==> src/rtl/button_event_pkg.sv <==
// rtl/button_event_pkg.sv - shared state enum and width helpers for the button event controller
package button_event_pkg;

  typedef enum logic [1:0] {
    ST_IDLE    = 2'd0,
    ST_PRESSED = 2'd1,
    ST_HELD    = 2'd2
  } btn_state_e;

  // Event index width; a single-bit index is kept even for degenerate counts.
  function automatic int id_width(input int n_btn);
    return (n_btn > 1) ? $clog2(n_btn) : 1;
  endfunction

  function automatic int cnt_width(input int long_cycles);
    return $clog2(long_cycles + 1);
  endfunction

endpackage

==> src/rtl/button_event_if.sv <==
// rtl/button_event_if.sv - valid/ready press event port between controller and consumer
interface button_event_if #(
  parameter int N_BTN = 4
);
  import button_event_pkg::*;

  localparam int ID_W = id_width(N_BTN);

  logic            ev_valid;
  logic            ev_ready;
  logic [ID_W-1:0] ev_id;
  logic            ev_long;

  modport master (
    output ev_valid,
    output ev_id,
    output ev_long,
    input  ev_ready
  );

  modport slave (
    input  ev_valid,
    input  ev_id,
    input  ev_long,
    output ev_ready
  );

endinterface

==> src/rtl/btn_press_fsm.sv <==
// rtl/btn_press_fsm.sv - per-button press classifier emitting one short or long event per press
module btn_press_fsm
  import button_event_pkg::*;
#(
  parameter int LONG_CYCLES = 1000,
  parameter int CNT_W       = cnt_width(LONG_CYCLES)
) (
  input  logic clk,
  input  logic rst,
  input  logic db,
  output logic gen,
  output logic gen_long
);

  localparam logic [CNT_W-1:0] CNT_LAST = CNT_W'(LONG_CYCLES - 1);

  btn_state_e       state;
  btn_state_e       state_nxt;
  logic [CNT_W-1:0] cnt;
  logic [CNT_W-1:0] cnt_nxt;

  always_ff @(posedge clk) begin
    if (!rst) begin
      state <= ST_IDLE;
      cnt   <= '0;
    end else begin
      state <= state_nxt;
      cnt   <= cnt_nxt;
    end
  end

  // cnt holds the number of high samples seen so far in this press.
  always_comb begin
    state_nxt = state;
    cnt_nxt   = cnt;
    gen       = 1'b0;
    gen_long  = 1'b0;
    case (state)
      ST_IDLE: begin
        if (db) begin
          state_nxt = ST_PRESSED;
          cnt_nxt   = CNT_W'(1);
        end
      end
      ST_PRESSED: begin
        if (db) begin
          if (cnt == CNT_LAST) begin
            state_nxt = ST_HELD;
            gen       = 1'b1;
            gen_long  = 1'b1;
          end else begin
            cnt_nxt = cnt + 1'b1;
          end
        end else begin
          state_nxt = ST_IDLE;
          gen       = 1'b1;
        end
      end
      ST_HELD: begin
        if (!db) begin
          state_nxt = ST_IDLE;
        end
      end
      default: begin
        state_nxt = ST_IDLE;
      end
    endcase
  end

endmodule

==> src/rtl/button_event_ctrl.sv <==
// rtl/button_event_ctrl.sv - per-button press FSMs, pending slots and round-robin event output
module button_event_ctrl
  import button_event_pkg::*;
#(
  parameter int N_BTN       = 4,
  parameter int LONG_CYCLES = 1000
) (
  input  logic             clk,
  input  logic             rst,
  input  logic [N_BTN-1:0] db_in,
  output logic             ev_drop,
  button_event_if.master   ev
);

  localparam int ID_W = id_width(N_BTN);
  localparam logic [ID_W-1:0] ID_LAST = ID_W'(N_BTN - 1);

  logic [N_BTN-1:0] gen;
  logic [N_BTN-1:0] gen_long;
  logic [N_BTN-1:0] pend;
  logic [N_BTN-1:0] pend_long;
  logic [N_BTN-1:0] pend_nxt;
  logic [N_BTN-1:0] pend_long_nxt;
  logic [N_BTN-1:0] grant;
  logic [ID_W-1:0]  rr;
  logic [ID_W-1:0]  winner;
  logic             found;
  logic             slot_free;
  logic             drop_now;

  for (genvar i = 0; i < N_BTN; i++) begin : g_btn
    btn_press_fsm #(
      .LONG_CYCLES(LONG_CYCLES)
    ) u_fsm (
      .clk     (clk),
      .rst     (rst),
      .db      (db_in[i]),
      .gen     (gen[i]),
      .gen_long(gen_long[i])
    );
  end

  assign slot_free = !ev.ev_valid || ev.ev_ready;

  // Two passes: indices at or above rr first, then wrap around from zero.
  always_comb begin
    found  = 1'b0;
    winner = '0;
    for (int j = 0; j < N_BTN; j++) begin
      if (!found && pend[j] && (ID_W'(j) >= rr)) begin
        found  = 1'b1;
        winner = ID_W'(j);
      end
    end
    for (int j = 0; j < N_BTN; j++) begin
      if (!found && pend[j]) begin
        found  = 1'b1;
        winner = ID_W'(j);
      end
    end
  end

  // A same-edge grant frees the slot, so a new event then replaces rather than drops.
  always_comb begin
    grant         = '0;
    pend_nxt      = pend;
    pend_long_nxt = pend_long;
    drop_now      = 1'b0;
    for (int j = 0; j < N_BTN; j++) begin
      grant[j] = slot_free && found && (winner == ID_W'(j));
      if (grant[j]) begin
        pend_nxt[j] = 1'b0;
      end
      if (gen[j]) begin
        if (pend[j] && !grant[j]) begin
          drop_now = 1'b1;
        end else begin
          pend_nxt[j]      = 1'b1;
          pend_long_nxt[j] = gen_long[j];
        end
      end
    end
  end

  always_ff @(posedge clk) begin
    if (!rst) begin
      pend        <= '0;
      pend_long   <= '0;
      rr          <= '0;
      ev_drop     <= 1'b0;
      ev.ev_valid <= 1'b0;
      ev.ev_id    <= '0;
      ev.ev_long  <= 1'b0;
    end else begin
      pend      <= pend_nxt;
      pend_long <= pend_long_nxt;
      if (drop_now) begin
        ev_drop <= 1'b1;
      end
      if (slot_free) begin
        if (found) begin
          ev.ev_valid <= 1'b1;
          ev.ev_id    <= winner;
          ev.ev_long  <= pend_long[winner];
          rr          <= (winner == ID_LAST) ? '0 : winner + 1'b1;
        end else begin
          ev.ev_valid <= 1'b0;
        end
      end
    end
  end

endmodule

==> src/flat_wrapper.sv <==
// flat-port wrapper written by rule: the top's interface ports become plain ports
module button_event_ctrl_flat import button_event_pkg::*;
#(
  parameter int N_BTN       = 4,
  parameter int LONG_CYCLES = 1000
)
  (clk, rst, db_in, ev_drop, ev_ev_valid, ev_ev_id, ev_ev_long, ev_ev_ready);
  button_event_if #(.N_BTN(N_BTN)) ev_i ();
  input  logic clk;
  input  logic rst;
  input  logic [N_BTN-1:0] db_in;
  output logic ev_drop;
  output wire logic [$bits(ev_i.ev_valid)-1:0] ev_ev_valid;
  output wire logic [$bits(ev_i.ev_id)-1:0] ev_ev_id;
  output wire logic [$bits(ev_i.ev_long)-1:0] ev_ev_long;
  input wire logic [$bits(ev_i.ev_ready)-1:0] ev_ev_ready;
  assign ev_ev_valid = ev_i.ev_valid;
  assign ev_ev_id = ev_i.ev_id;
  assign ev_ev_long = ev_i.ev_long;
  assign ev_i.ev_ready = ev_ev_ready;
  button_event_ctrl #(.N_BTN(N_BTN), .LONG_CYCLES(LONG_CYCLES)) u_core (.clk(clk), .rst(rst), .db_in(db_in), .ev_drop(ev_drop), .ev(ev_i));
endmodule
==> config.mk <==
export PLATFORM = sky130hd
export DESIGN_NAME = button_event_ctrl_flat
export DESIGN_NICKNAME = d
export VERILOG_FILES = /design/src/rtl/button_event_pkg.sv /design/src/rtl/button_event_if.sv /design/src/rtl/btn_press_fsm.sv /design/src/rtl/button_event_ctrl.sv /design/src/flat_wrapper.sv
export SDC_FILE = /design/constraint.sdc
export NUM_CORES = 1
export LEC_CHECK = 0
export CAP_MARGIN = 20
export CORE_MARGIN = 5
export CORE_UTILIZATION = 35
export DETAILED_ROUTE_END_ITERATION = 7
export HOLD_SLACK_MARGIN = 0.15
export PLACE_DENSITY = 0.63
export SLEW_MARGIN = 20
export SYNTH_ARGS = -nofsm -noshare
export SYNTH_HDL_FRONTEND = slang
export SYNTH_SLANG_ARGS = --single-unit
==> constraint.sdc <==
create_clock -name clk -period 3.3 [get_ports clk]
set_input_delay 0.99 -clock clk [delete_from_list [all_inputs] [get_ports clk]]
set_output_delay 0.99 -clock clk [all_outputs]
set_load 0.01 [all_outputs]
* Yosys cells after proc, flatten, opt, wreduce, memory -nomap -nowiden
Cells that the tools add are included.
Cells by class: magnitude comparators 5, bitwise gates (word level) 4, add/subtract/negate cells 5, reduce and logical (&&, ||, !) cells 55, multiplexer cells 95, shift operators 0, div/mod/pow operators 0, multiply operators 0, equal/unequal tests 35
Operators by type and width (count):
- $mux W10 | 12
- $pmux W10 S2 | 4
- $mux W1 | 51
- $mux W2 | 23
- $add A10 B1 Y10 const B | 4
- $eq A10 B10 Y1 const B | 4
- $ne A2 B2 Y1 const B | 16
- $pmux W2 S3 | 4
- $logic_and A1 B1 Y1 | 20
- $reduce_and A4 Y1 | 4
- $eq A2 B2 Y1 const B | 6
- $logic_not A1 Y1 | 12
- $ne A3 B3 Y1 const B | 4
- $reduce_and A3 Y1 | 4
- $eq A2 B1 Y1 const B | 5
- $logic_not A2 Y1 | 5
- $reduce_and A2 Y1 | 5
- $reduce_bool A2 Y1 | 4
- $ge A1 B2 Y1 const A | 2
- $ge A2 B2 Y1 const A | 2
- $not A1 Y1 | 4
- $lt A2 B3 Y1 const B | 1
- $add A2 B1 Y2 const B | 1
- $bmux W1 S2 | 1
- $logic_or A1 B1 Y1 | 1
Storage, ports and cells: memory bits (writable) 0, word-level logic and storage cells 217, memories 0, ROM bits 0, register bits after elaboration 63, latch bits 0

* Logic depth before layout (Yosys ltp)
Gate-level depths: netlist (run 1).
depth after elaboration 39, gate-level depth with buffers 8

* Cells and area by module
Synthesis (run 1) repeated with hierarchy kept, for this count alone.
Second synthesis, totals: cell total of the unflattened synthesis 388, area, all modules 3238.1 um^2
Modules (own cells, without submodules):
- btn_press_fsm (u_core.g_btn[0].u_fsm ...) | area an instance 625.6 um^2, cells an instance 75, instances 3, sequential area each 240.2 um^2
- button_event_ctrl | area an instance 748.2 um^2, cells an instance 89, instances 1, sequential area each 300.3 um^2
- btn_press_fsm (u_core.g_btn[2].u_fsm) | area an instance 613.1 um^2, cells an instance 74, instances 1, sequential area each 240.2 um^2

* Worst setup path before layout (run 1)
No wires, ideal clock.
path kind input to register, from input db_in[0], to register u_core.g_btn[0].u_fsm.cnt[9], arrival 2058 ps, path slack 1169 ps, cell stages on the path 5, required time 3227 ps, cells stage by stage and2b_1 -> nand3_1 -> or2_2 -> or3_1 -> a21oi_1
On the way: word-level cells in the longest chain between the ends 2, elaborated cells between the ends (all ways) 3, those cells by class eq/ne (2); reduce/logical (1)
RTL lines:
- start, declared | line flat_wrapper.sv:11 | input logic [N_BTN-1:0] db_in;
- $ne A2 B2 Y1 (no line)
- $reduce_and A4 Y1 (no line) (*)
- end signal, assigned | line btn_press_fsm.sv:28 | cnt <= cnt_nxt;
- end, declared | line btn_press_fsm.sv:19 | logic [CNT_W-1:0] cnt;
Every way passes the cells marked *; elsewhere a longest branch is shown, timed or not. A chain may end at the register's enable or synchronous reset.

* Worst setup path in the final report (run 1)
from input db_in[3], to register u_core.g_btn[3].u_fsm.cnt[5]
On the way: word-level cells in the longest chain between the ends 2, elaborated cells between the ends (all ways) 3, those cells by class eq/ne (2); reduce/logical (1)
RTL lines (line):
- $ne A2 B2 Y1 (no line)
- $reduce_and A4 Y1 (no line) (*)
- end signal, assigned | btn_press_fsm.sv:28
- end, declared | btn_press_fsm.sv:19
Marked as above.

==> results of run 1 <==
==> synth_stat cells (7+ instances only) <==
cell type / instances
a21oi_1: 24
inv_1: 12
dfxtp_1: 63
or3_1: 8
nand2b_1: 12
nor2_1: 33
and3_1: 8
xor2_1: 19
nand3_1: 9
o21ai_0: 14
o21a_1: 7
nand2_1: 28
nand4_1: 15
nor2b_1: 9
==> layout make-up <==
class                   count  area, sq um
well taps                 105          131
clock inverters             6         61.3
repair buffers             14          133
multi-input cells         254         1610
flip-flops and latches     63         1260
fillers                   812         4840
inverters                  12         45.0
clock buffers              10          128
==> tightest hold or removal path, cell delays in order, from the launching register on <==
cell,delay (ns)
dfxtp_1,0.31
nand2_1,0.05
mux2i_1,0.05
==> flip-flops by register name (all words and copies together), names as in the netlist <==
register,count
u_core.ev.ev_long,1
u_core.g_btn.u_fsm.state,8
u_core.ev.ev_id,2
u_core.g_btn.u_fsm.cnt,40
u_core.ev_drop,1
u_core.pend,4
u_core.ev.ev_valid,1
u_core.rr,2
u_core.pend_long,4
==> path summary, 6_finish.rpt <==
| check | to | slack (ns) | cells past startpoint |
|---|---|---|---|
| min | u_core.pend_long[2] | 0.46 | 2 |
| max reg2reg | u_core.pend_long[0] | 1.16 | 8 |
| min reg2reg | u_core.pend_long[2] | 0.46 | 2 |
| max | u_core.g_btn[3].u_fsm.cnt[5] | 0.84 | 6 |
==> layer usage <==
metal,track usage [%],vias to the layer above,wire length (microns)
met3,2.27,8,176
met5,0,-,0
met1,16.4,1102,2890
met2,16.6,29,2350
li1,-,1235,-
met4,6.13,0,102
==> logic make-up after synthesis <==
group | count (synthesis) | share of synthesized area (%)
simple gates | 144 | 26.0
compound gates | 76 | 17.8
flops | 63 | 42.9
xor+xnor | 23 | 6.85
buf+inv | 17 | 2.17
mux | 6 | 2.17
fa+ha+maj | 5 | 2.13
==> metrics by stage <==
step	util [%]	instances	total power, mW	hold WS, ns
floorplan	-	334	0.887	0.434
global placement	38.8	448	0.924	0.451
detailed placement	38.8	448	0.926	0.457
CTS	41.1	464	1.58	0.467
global route	41.1	464	1.63	0.480
finish	41.1	464	1.55	0.465
==> power by group <==
group	internal [mW]	leakage [nW]	switching (mW)
clock	0.346	0.0960	0.298
combinational	0.0499	0.572	0.0638
sequential	0.777	0.511	0.0190
==> impl_metrics.toml, run 1 <==
[critical_path]
cp-start-kind = "input pin"
critPathBufInv = 1
worstSetupStartpoint = "db_in[3]"
crit_family = "simple AND/OR/NAND/NOR gates"
r2r_start = "u_core.rr[0]"
cp.arrival_ns = 2.73
cp_max_fo = 8
cpPeakStageDelay_ns = 0.54
cp.required_ns = 3.57
cp_cell_sequence = "clkdlybuf4s50_1, nor2b_1, o41a_1, nand3_1, or3_1, a21oi_1"
slowest_stage = "clkdlybuf4s50_1"
critPathKind = "input pin to flop"
crit_path_end_kind = "flop"

[synthesis]
synth_flop_cell = "dfxtp_1"
ys_top_cells_by_area = "dfxtp_1 43%, xor2_1 5.7%, nor2_1 4.2%"
syn_inst = 334
async_reset_ff_share_pct = 0
ys_types = 50
yosysSeqAreaShare_pct = 42.9
synth_top_area_share_pct = 42.9
syn-mean-instance-area_sq_um = 8.80
ys_ff_latch = 63
ys.warnings.count = 0
synth_top_cell_by_area = "dfxtp_1"
synthesis.area_sq_um = 2940
synth_edf_count = 0
syn_nets = 346

[final_layout]
final_area_sq_um = 3370
syn_to_final_growth_pct = 14.8
final_common_cell = "dfxtp_1"
layout_common_cells = "63 x dfxtp_1, 33 x nor2_1, 28 x nand2_1"
nets = 366
n_antenna_cell = 0
layout-drive-gt1-share_pct = 7.80

[grt]
antenna_found_initial = 0
grt_first_pass_wirelength_mm = 9.65
grt_max_degree = 15
track_usage_pct = 11.6
grt_pass1_vias = 2142
grt_overflow_total = 0

[hold_path]
min_from = "u_core.pend_long[2]"
hp-class = "flop to flop"

[power_and_ir_drop]
leakagePower_nw = 1.18
ir_drop_v = 0.000273
p_per_area_nw_per_um2 = 461

[die]
rows = 33
ioPinCount = 12
die-area_sq_um = 10300
die_h_microns = 102
die_w_microns = 102
start_util_pct = 35.8
core_area_sq_um = 8220

[clocking]
htreeDepth = 3
cts_tree = "built"
cts_made_buffers = 9
hold_buffers = 0
cts_max_path_buffers = 2
post_cts_buffers = 0
clkSlewWorstSetupHoldPaths_ns = 0.07
cts.sinks = 63
cts_root_buf = "clkbuf_8"
ctsResizeCount = 0
clk_latency_ns = 0.34

[timing]
maxSlewHeadroom_pct = 56.3
clock_skew_ns = 0.00964
post-route-min-period_ns = 2.46
tns_ns = 0
worst-slew-pin-transition_ns = 0.648
fin_ws_ns = 0.839
finalHoldViolCount = 0
grt_setup_unrepaired = "false"
maxSlewViolCount = 0
fin_crit_sh_pct = 74.6
setup_viol = 0
max_freq_ghz = 0.406

[detailed_routing]
firstDrtPassIters = 4
wl_per_cell_microns = 11.9
drt_iter0_markers = 50
wl_mm = 5.52
drc = 0
ant_nets = 0
num_vias = 2374
drt-vias-per-instance = 5.12

[placement]
port-buffer-count = 11
dpl.hpwl_mm = 3.93
gp_congestion = 0.792
place_area_sq_um = 3180
place_ws_ns = 0.511

[job]
drv_cap = 0

[run_status]
outcome = "finished clean"
(Power assumes the default switching activity.)
==> inputs of run 2 (changes only) <==
--- a/config.mk
+++ b/config.mk
@@ -10,7 +10,7 @@
 export CORE_UTILIZATION = 35
 export DETAILED_ROUTE_END_ITERATION = 7
 export HOLD_SLACK_MARGIN = 0.15
-export PLACE_DENSITY = 0.63
+export PLACE_DENSITY = 0.65
 export SLEW_MARGIN = 20
 export SYNTH_ARGS = -nofsm -noshare
 export SYNTH_HDL_FRONTEND = slang
==> constraint.sdc (replaced) <==
create_clock -name clk -period 2.13 [get_ports clk]
set_input_delay 0.639 -clock clk [delete_from_list [all_inputs] [get_ports clk]]
set_output_delay 0.639 -clock clk [all_outputs]
set_load 0.01 [all_outputs]
==> impl_metrics.toml, run 2 (synthesis gave the netlist of run 1 again) <==
[final_layout]
instances_no_fill = 481
final_area_sq_um = 3570
final_common_cell = "dfxtp_1"
layout-drive-gt1-share_pct = 12.2
nFillCells = 807
n_antenna_cell = 0
nets = 383
layout_common_cells = "63 x dfxtp_1, 33 x nor2_1, 28 x nand2_1"
largest_reg_flops = 40
syn_to_final_growth_pct = 21.4
reg.largest.list = "u_core.g_btn.u_fsm.cnt x40, u_core.g_btn.u_fsm.state x8"
top_register = "u_core.g_btn.u_fsm.cnt"

[timing]
maxSlewViolCount = 0
setup_viol = 0
fin_crit_sh_pct = 89.1
finalHoldViolCount = 0
max_freq_ghz = 0.527
grt_setup_unrepaired = "false"
maxSlewHeadroom_pct = 64.7
post-route-min-period_ns = 1.90
worst-slew-pin-transition_ns = 0.525
tns_ns = 0
clock_skew_ns = 0.0113

[die]
die-area_sq_um = 10300
core_area_sq_um = 8220
die_w_microns = 102
die_h_microns = 102
start_util_pct = 35.8
ioPinCount = 12
rows = 33

[placement]
gp_congestion = 0.851
dpl.hpwl_mm = 4.00
dpl.cell_count = 465
place_area_sq_um = 3320
port-buffer-count = 11

[hold_path]
min_from = "u_core.ev.ev_id[1]"
hold_depth = 2
min_to = "u_core.ev.ev_id[1]"
hp-class = "flop to flop"

[detailed_routing]
num_vias = 2444
wl_per_cell_microns = 11.6
drc = 0
wl_mm = 5.57
drt_iter0_markers = 103
firstDrtPassIters = 4
drt-vias-per-instance = 5.08
ant_nets = 0

[critical_path]
cp_cell_sequence = "clkdlybuf4s50_1, nor2b_1, o41a_1, nand3_1, or3_1, a21oi_1"
cpPeakStageDelay_ns = 0.48
cp_max_fo = 5
cp.arrival_ns = 2.16
crit_path_end_kind = "flop"
slowest_stage = "clkdlybuf4s50_1"
cp-start-kind = "input pin"
r2r_slack_ns = 0.23
rr_worst_depth = 7
cp.required_ns = 2.40
r2r_start = "u_core.g_btn[1].u_fsm.cnt[0]"
critPathKind = "input pin to flop"
r2r-end = "u_core.g_btn[1].u_fsm.cnt[1]"

[power_and_ir_drop]
ir_drop_v = 0.000383
p_per_area_nw_per_um2 = 746
leakagePower_nw = 1.29

[grt]
grt_max_degree = 40
grt_first_pass_wirelength_mm = 10.0
grt_pass1_vias = 2305
antenna_found_initial = 0
track_usage_pct = 12.0
grt_overflow_total = 0

[clocking]
clk_latency_ns = 0.33
hold_buffers = 0
clkSlewWorstSetupHoldPaths_ns = 0.08
cts_made_buffers = 9
post_cts_buffers = 0
cts_tree = "built"
cts_max_path_buffers = 2
cts.sinks = 63
htreeDepth = 3
cts_root_buf = "clkbuf_8"
ctsResizeCount = 0

[run_status]
outcome = "finished clean"

[job]
drv_cap = 0
-- run 2: worst max path at each step --
stage,startpoint,to,slack (ns)
4_1_cts,u_core.ev.ev_valid,ev_ev_valid,0.21
6_report,db_in[3],u_core.g_btn[3].u_fsm.cnt[5],0.23
5_1_grt,u_core.g_btn[1].u_fsm.cnt[0],u_core.g_btn[1].u_fsm.cnt[1],0.008
3_5_place_dp,db_in[0],u_core.g_btn[0].u_fsm.cnt[9],-0.11
3_3_place_gp,db_in[0],u_core.g_btn[0].u_fsm.cnt[9],-0.09
2_1_floorplan,db_in[0],u_core.g_btn[0].u_fsm.cnt[9],0.35
-- run 2: layout make-up --
class / instances / area, sq um / share of cell area [%]
Multi-Input combinational cell: 254 / 1620 / 45.4
Timing Repair Buffer: 31 / 273 / 7.65
Inverter: 12 / 45.0 / 1.26
Clock inverter: 6 / 109 / 3.05
Sequential cell: 63 / 1260 / 35.4
Tap cell: 105 / 131 / 3.68
Clock buffer: 10 / 128 / 3.58
-- run 2: report_power, final --
part	switching (mW)	total (mW)	internal, mW
Combinational	0.103	0.205	0.102
Clock	0.449	1.22	0.776
Sequential	0.0296	1.23	1.20
Total	0.582	2.66	2.08
-- run 2: layer usage --
layer / vias to the layer above / GRT usage (%) / part of all wire, %
li1: 1268 / - / -
met1: 1126 / 15.6 / 50
met2: 38 / 18.0 / 44
met3: 12 / 3.44 / 4.1
met4: 0 / 6.34 / 1.9
met5: - / 0 / 0
-- run 2: critical path, delay by kind of cell --
kind	cells	cell delay (ns)
buffers and inverters	1	0.48
AO/OA/AOI/OAI	2	0.36
AND/OR/NAND/NOR	3	0.68
-- run 2: metrics by stage --
step           util, %  setup slack (ns)  power [mW]  hold slack (ns)
2_1_floorplan        -             0.350        1.37            0.434
3_3_place_gp      40.5           -0.0904        1.46            0.450
3_5_place_dp      40.5            -0.106        1.46            0.461
4_1_cts           43.3             0.214        2.71            0.471
5_1_grt           43.4           0.00843        2.79            0.503
6_report          43.4             0.232        2.66            0.466
==> inputs of run 3 (changes only) <==
--- a/config.mk
+++ b/config.mk
@@ -5,13 +5,15 @@
 export SDC_FILE = /design/constraint.sdc
 export NUM_CORES = 1
 export LEC_CHECK = 0
+export ABC_AREA = 1
 export CAP_MARGIN = 20
 export CORE_MARGIN = 5
 export CORE_UTILIZATION = 35
 export DETAILED_ROUTE_END_ITERATION = 7
 export HOLD_SLACK_MARGIN = 0.15
-export PLACE_DENSITY = 0.65
+export PLACE_DENSITY = 0.64
 export SLEW_MARGIN = 20
 export SYNTH_ARGS = -nofsm -noshare
 export SYNTH_HDL_FRONTEND = slang
+export SYNTH_HIERARCHICAL = 1
 export SYNTH_SLANG_ARGS = --single-unit
==> impl_metrics.toml, run 3 <==
[timing]
tns_ns = 0
clock_skew_ns = 0.0110
max_freq_ghz = 0.527
hold_ws_ns = 0.468
finalHoldViolCount = 0
worst-slew-pin-transition_ns = 0.474
grt_setup_unrepaired = "false"
post-route-min-period_ns = 1.90
fin_crit_sh_pct = 89.0
maxSlewViolCount = 0
maxSlewHeadroom_pct = 68.4
setup_viol = 0

[final_layout]
n_antenna_cell = 0
syn_to_final_growth_pct = 12.8
nFillCells = 1137
nets = 609
layout-drive-gt1-share_pct = 14.4
instances_no_fill = 739
fin_util_pct = 40.0
final_common_cell = "nand2_1"
top_register = "u_core/g_btn.u_fsm/cnt"
largest_reg_flops = 40
layout_common_cells = "147 x nand2_1, 88 x inv_1, 76 x nor2_1"
reg.largest.list = "u_core/g_btn.u_fsm/cnt x40, u_core/g_btn.u_fsm/state x8"

[detailed_routing]
wl_per_cell_microns = 10.3
drt_iter0_markers = 151
num_vias = 3453
wl_mm = 7.59
drc = 0
ant_nets = 0
drt-vias-per-instance = 4.67
firstDrtPassIters = 4

[synthesis]
syn-mean-instance-area_sq_um = 6.68
syn_inst = 571
synth_common_cells = "147 x nand2_1, 88 x inv_1, 76 x nor2_1"
ys.warnings.count = 6
synthesis.area_sq_um = 3810
synth_top_cell_by_area = "dfxtp_1"
synth_flop_cell = "dfxtp_1"
async_reset_ff_share_pct = 0
ys_top_cells_by_area = "dfxtp_1 33%, nand2_1 14%, inv_1 8.7%"
synth.most_common_cell = "nand2_1"
syn_nets = 586
ys_types = 32
yosysSeqAreaShare_pct = 33.1
ys_ff_latch = 63
synth_edf_count = 0
synth_top_area_share_pct = 33.1

[die]
die-area_sq_um = 13100
start_util_pct = 35.5
die_h_microns = 114
core_area_sq_um = 10700
die_w_microns = 114
rows = 38
ioPinCount = 12

[clocking]
clkSlewWorstSetupHoldPaths_ns = 0.07
cts_root_buf = "clkbuf_8"
cts_tree = "built"
cts_max_path_buffers = 2
cts.sinks = 63
hold_buffers = 0
cts_made_buffers = 9
htreeDepth = 3
clk_latency_ns = 0.34

[hold_path]
min_from = "u_core/pend_long[0]"
hp-class = "flop to flop"

[grt]
grt_max_degree = 30
antenna_found_initial = 0
grt_overflow_total = 0
grt_pass1_vias = 3301
grt_first_pass_wirelength_mm = 13.7
track_usage_pct = 12.6

[critical_path]
cpPeakStageDelay_ns = 0.57
cp_cell_sequence = "clkdlybuf4s50_1"
cp.required_ns = 1.49
slowest_stage = "clkdlybuf4s50_1"
r2r_start = "u_core/rr[0]"
cp_max_fo = 2
critPathBufInv = 1
crit_family = "buffers and inverters"
critPathKind = "flop to output pin"
cp.arrival_ns = 1.26
crit_path_end_kind = "output pin"
worstSetupStartpoint = "u_core/ev.ev_id[1]"
cp-start-kind = "flop"

[placement]
dpl.cell_count = 723
dpl.hpwl_mm = 5.76
port-buffer-count = 11
gp_congestion = 0.856

[power_and_ir_drop]
p_int_mw = 1.93
pwr-share-comb_pct = 13.9
power_frac_clock_pct = 38.4
leakagePower_nw = 1.73
power.share.switching_pct = 27.1
finalPower_mw = 2.65
p_sw_mw = 0.719
seqPwrFrac_pct = 47.7
ir_drop_v = 0.000266
p_per_area_nw_per_um2 = 617

[run_status]
outcome = "finished clean"

[job]
drv_cap = 0
## run 3: cell types whose count changed in the layout (fill, tap and decap cells not counted), sizes merged, moves of 12 or more
cell / before / now
nand2: 28 / 160
inv: 12 / 94
nor2: 33 / 95
nand3: 9 / 59
xor2: 19 / 0
a21oi: 24 / 38
buf: 20 / 6
nand2b: 12 / 0
## run 3: area by class of cell
| type | count | area, sq um | share of cell area [%] |
|---|---|---|---|
| inverters | 94 | 355 | 8.26 |
| repair buffers | 17 | 168 | 3.90 |
| clock inverters | 4 | 45.0 | 1.05 |
| clock buffers | 12 | 145 | 3.37 |
| multi-input cells | 409 | 2150 | 50.0 |
| well taps | 140 | 175 | 4.07 |
| flip-flops and latches | 63 | 1260 | 29.3 |
## run 3: final timing paths
check | to | slack, ns | cells past startpoint
worst min-delay path | u_core/pend_long[0] | 0.47 | 2
worst max register to register | u_core/ev_drop | 0.26 | 12
worst min register to register | u_core/pend_long[0] | 0.47 | 2
worst max-delay path | ev_ev_id[1] | 0.23 | 1
## run 3: worst reg2reg max path: cells and delay by family, from the launching register on
kind	cells	cell delay, ns
DFF	1	0.39
adders and majority gates	1	0.18
AOI/OAI and AO/OA	4	0.64
buffers and inverters	2	0.11
and+or+nand+nor	5	0.43
## run 3: power groups by stage
stage / Clock [mW] / Sequential (mW) / Combinational, mW
after floorplan: 0 / 1.29 / 0.257
after global placement: 0 / 1.29 / 0.362
after detailed placement: 0 / 1.29 / 0.371
after CTS: 1.06 / 1.27 / 0.373
after global routing: 1.11 / 1.27 / 0.417
final: 1.02 / 1.27 / 0.369
## run 3: kinds of logic after synthesis
kind of cell | Yosys count | share of synthesized area, %
AOI/OAI and AO/OA | 64 | 10.4
buffers and inverters | 99 | 10.6
adders and majority gates | 8 | 2.62
and+or+nand+nor | 337 | 43.3
DFF | 63 | 33.1
## run 3: layer usage
layer  wire length (microns)  vias up  global-route usage [%]
met5                       0        -                       0
li1                        -     1845                       -
met2                    3770       31                    21.8
met1                    3500     1571                    15.0
met3                     247        6                    3.44
met4                      72        0                    4.20
## run 3: metrics by stage
stage / cell area [sq um] / worst slack [ns]
finish: 4300 / 0.234
global route: 4300 / 0.0659
CTS: 4300 / 0.137
detailed placement: 4110 / 0.121
global placement: 4110 / 0.166
floorplan: 3810 / 0.331
## run 3: repair_timing
action                     4_1_cts  5_1_grt
buffers inserted                 0        0
setup endpoints to repair        0        2
gates resized for setup          0        2
